==> src/rtl/mem_stage_lsu.sv <==
// MEM-stage load/store unit: initiator side of the data-memory port.
// Latches one request per access, holds the memory strobes for WAIT_CYCLES
// cycles, captures load data and stalls the pipeline until the access
// has finished.
//
// state  | meaning
// -------+-------------------------------------------------------------
// IDLE   | ready for a request; accepts when Req_Valid and no Flush
// ACCESS | strobes held, cnt counts down to 0, then data is sampled
// RESP   | Done pulse; Load_Valid for unflushed loads; pipeline advances
module mem_stage_lsu #(
   parameter int ADDR_W      = 10,
   parameter int DATA_W      = 16,
   parameter int WAIT_CYCLES = 2
) (
   input  logic              Clk,
   input  logic              Rst,
   input  logic              Req_Valid,
   input  logic              Req_Write,
   input  logic [ADDR_W-1:0] Req_Addr,
   input  logic [DATA_W-1:0] Req_Wdata,
   input  logic              Flush,
   output logic              Req_Ready,
   output logic              Stall,
   output logic              Done,
   output logic              Load_Valid,
   output logic [DATA_W-1:0] Load_Data,
   output logic [ADDR_W-1:0] Mem_Address,
   output logic [DATA_W-1:0] Mem_Write_Data,
   output logic              Mem_Read,
   output logic              Mem_Write,
   input  logic [DATA_W-1:0] Mem_Read_Data
);

   typedef enum logic [1:0] {
      IDLE   = 2'd0,
      ACCESS = 2'd1,
      RESP   = 2'd2
   } state_t;

   // Counter preload so that the strobes stay high for exactly WAIT_CYCLES cycles.
   localparam logic [3:0] CNT_INIT = 4'(WAIT_CYCLES - 1);

   state_t            state_q;
   logic [3:0]        cnt_q;
   logic              is_wr_q;
   logic              killed_q;
   logic [ADDR_W-1:0] addr_q;
   logic [DATA_W-1:0] wdata_q;
   logic [DATA_W-1:0] load_data_q;
   logic              rd_q;
   logic              wr_q;

   // Access sequencer: request capture, strobe timing, load-data capture and flush tracking.
   always_ff @(posedge Clk) begin
      if (Rst) begin
         state_q     <= IDLE;
         cnt_q       <= 4'd0;
         is_wr_q     <= 1'b0;
         killed_q    <= 1'b0;
         addr_q      <= '0;
         wdata_q     <= '0;
         load_data_q <= '0;
         rd_q        <= 1'b0;
         wr_q        <= 1'b0;
      end else begin
         case (state_q)
            IDLE: begin
               if (Req_Valid && !Flush) begin
                  addr_q   <= Req_Addr;
                  wdata_q  <= Req_Wdata;
                  is_wr_q  <= Req_Write;
                  rd_q     <= !Req_Write;
                  wr_q     <= Req_Write;
                  cnt_q    <= CNT_INIT;
                  killed_q <= 1'b0;
                  state_q  <= ACCESS;
               end
            end
            ACCESS: begin
               // A flushed load still completes on the bus; only its result is suppressed.
               if (Flush && !is_wr_q)
                  killed_q <= 1'b1;
               if (cnt_q == 4'd0) begin
                  if (!is_wr_q)
                     load_data_q <= Mem_Read_Data;
                  rd_q    <= 1'b0;
                  wr_q    <= 1'b0;
                  state_q <= RESP;
               end else begin
                  cnt_q <= cnt_q - 4'd1;
               end
            end
            RESP: begin
               state_q <= IDLE;
            end
            default: begin
               state_q <= IDLE;
            end
         endcase
      end
   end

   // Handshake and pipeline control decoded from state; the old request is
   // still present during RESP, so Req_Ready must stay low there.
   always_comb begin
      Req_Ready  = (state_q == IDLE);
      Stall      = ((state_q == IDLE) && Req_Valid && !Flush) || (state_q == ACCESS);
      Done       = (state_q == RESP);
      Load_Valid = (state_q == RESP) && !is_wr_q && !killed_q && !Flush;
   end

   assign Load_Data      = load_data_q;
   assign Mem_Address    = addr_q;
   assign Mem_Write_Data = wdata_q;
   assign Mem_Read       = rd_q;
   assign Mem_Write      = wr_q;

endmodule

==> config.mk <==
export PLATFORM = sky130hd
export DESIGN_NAME = mem_stage_lsu
export DESIGN_NICKNAME = d
export VERILOG_FILES = /design/src/rtl/mem_stage_lsu.sv
export SDC_FILE = /design/constraint.sdc
export NUM_CORES = 1
export LEC_CHECK = 0
export ABC_CLOCK_PERIOD_IN_PS = 5300
export BUFFER_PORTS_ARGS = -buffer_cell sky130_fd_sc_hd__buf_2
export CAP_MARGIN = 10
export CORE_MARGIN = 3
export CORE_UTILIZATION = 50
export DETAILED_ROUTE_END_ITERATION = 7
export PLACE_DENSITY_LB_ADDON = 0.25
export SLEW_MARGIN = 20
export SYNTH_ARGS = -nofsm -noshare
export SYNTH_HDL_FRONTEND = slang
export SYNTH_SLANG_ARGS = --single-unit
export TNS_END_PERCENT = 20
==> constraint.sdc <==
create_clock -name Clk -period 5.3 [get_ports Clk]
set_input_delay 0.53 -clock Clk [delete_from_list [all_inputs] [get_ports Clk]]
set_output_delay 0.53 -clock Clk [all_outputs]
set_load 0.02 [all_outputs]
==> results_dict.tcl <==
set metrics [dict create \
    status "finished clean" \
    clockRootBuffer "clkbuf_8" \
    yosysSeqAreaShare 0.494 \
    viasPerCell 5.07 \
    worst_path_max_delay_cell "or4b_1" \
    worstPathArrival_ps 1750 \
    setup_viol 0 \
    stdcell_count 375 \
    avgSynthCellArea_sq_um 8.77 \
    core_sq_um 3850 \
    first_pass_iters 4 \
    rsz0062_at_grt "no" \
    ys.flop_type "dfxtp_1" \
    wl_um 4630 \
    syn_inst 240 \
    cts_made_buffers 5 \
    slew_viol_final 0 \
    numClockSinks 52 \
    path_buf_inv 2 \
    antenna_left 0 \
    grt_max_degree 68 \
    worstSetupStartpointType "flip-flop" \
    grt_pass1_wl_um 7470 \
    holdBufCountCts 0 \
    htreeDepth 2 \
    yosys.area.top_type_share 0.494 \
    drt_first_iter_violations 101 \
    drive_gt1_frac 0.324 \
    yosysMostFrequentCell "nand2_1" \
    tns_ps 0 \
    cts_tree "built" \
    portBuffers 94 \
    synth.distinct_cells 25 \
    place_ws_ps 3130 \
    antenna_cells 0 \
    grt_pass1_vias 1716 \
    drv_cap 0 \
    synth_area_sq_um 2110 \
    finalCritPeriodShare 0.429 \
    postCtsSetupRepairBufs 0 \
    final.setup.worst_slack_ps 3020 \
    async_flop_share 0 \
    tightest_slew_ps 952 \
    io_pins 95 \
    clk_pin_slew_worst_paths_ps 90 \
    p_leak_nw 1.20 \
    path_class "reg2out" \
    post-route-drc-count 0 \
    hold_viol_final 0 \
    yosys_warnings 0 \
    dieArea_sq_um 5030 \
    grt-ovfl-total 0 \
    crit_required_ps 4770 \
    final_core_util 0.689 \
    cpPeakStageDelay_ps 540 \
    wire_per_inst_um 12.3 \
    dp_cells 367 \
    ys_top_cells_by_area "dfxtp_1, nand2b_1, nand2_1" \
    ys_ff_latch 52 \
    clk_path_buf_depth 2 \
    critPathMaxFanout 32 \
    antenna_found_initial 0 \
    floorplan.initialDensity 0.546 \
    dr_total_vias 1900 \
    power.density_nw_per_um2 287 \
    finalCriticalPeriod_ps 2280 \
    path_delay_family "simple AND/OR/NAND/NOR gates" \
    hpwl_um 3280 \
    placementRows 22 \
    die_h_um 70.9 \
    ys_top_cells_by_count "nand2_1, dfxtp_1, a21oi_1, nand2b_1, mux2i_1" \
    yosys.area.top_type "dfxtp_1" \
    ir_drop_mv 0.184 \
    maxSlewHeadroom 0.365 \
    worst_skew_pair.late_latency_ps 290 \
    gp_congestion 0.760 \
    syn-num-nets 289 \
    worstHoldPathType "reg2reg" \
    path_cells "or4b_1, buf_4, nand2_1, buf_2" \
    clock.fmax_mhz 439 \
    timing.hold.ws_ps 456 \
    nNetsFinal 375 \
    critPathCaptureType "primary output" \
    post_cts_resized 0 \
    fin_skew_ps 6.25 \
    die_w_um 70.9 \
    area_growth_pct 26.1 \
    gr-usage-all-layers 0.180 \
    synth-edff-count 0 \
]
[power breakdown]
part           internal [W]  switching [W]  leakage [nW]  total [W]
logic             0.0000488      0.0000705         0.727   0.000119
registers          0.000408      0.0000108         0.423   0.000419
clock network      0.000107       0.000117        0.0455   0.000223
[kinds of logic after synthesis]
kind of cell,Yosys count,synth area share
and+or+nand+nor,108,0.264
adders and majority gates,2,0.0119
muxes,16,0.0761
DFF,52,0.494
AOI/OAI and AO/OA,42,0.105
buffers and inverters,20,0.0487
[cells in the final DEF (no fill, tap or decap), drive strengths merged, types with 3 or more instances in the layout]
master  Yosys  layout
clkbuf     12       8
mux2i      16      16
nor3        3       3
a21oi      36      36
o211ai      3       3
nor2        3       3
inv         3       3
buf         5      96
dfxtp      52      52
nand2      55      55
nand2b     35      35
[path summary, 6_finish.rpt]
kind	start	end	slack (ps)	cells past startpoint
setup / recovery	state_q[1]	Stall	3020	4
setup reg to reg	cnt_q[0]	Load_Data[6]	3130	5
hold reg to reg	Mem_Write_Data[6]	Mem_Write_Data[6]	460	2
hold / removal	Mem_Write_Data[6]	Mem_Write_Data[6]	460	2
[registers in the layout, indices dropped and copies added (netlist names)]
signal / count
Load_Data: 16
Mem_Write_Data: 16
Mem_Address: 10
cnt_q: 4
state_q: 2
Mem_Read: 1
Mem_Write: 1
is_wr_q: 1
killed_q: 1
[routing by layer]
layer / track usage / share of wire
met1: 0.224 / 0.43
met4: 0.0501 / 0.0095
met3: 0.0497 / 0.064
met2: 0.307 / 0.50
met5: 0 / 0
[worst reg2reg max path: stages (launching register included)]
cell and delay [ps]:
dfxtp_1 330, inv_1 90, ha_1 160, or3b_1 460
nor3_4 760, mux2i_1 290
[final cells by class]
type                       instances  area [sq um]
timing repair buffer              96           485
sequential                        52          1040
fill                             338          1200
multi-input combinational        168           968
clock buffer                       8          90.1
inverter                           3          11.3
tap                               48          60.1
[per-stage QoR]
step	area (sq um)	total power, W
finish	2660	0.000762
global route	2660	0.000802
CTS	2660	0.000767
global placement	2570	0.000546
floorplan	2110	0.000507
detailed placement	2570	0.000549
Note: power is estimated with default switching activity, not from simulation.
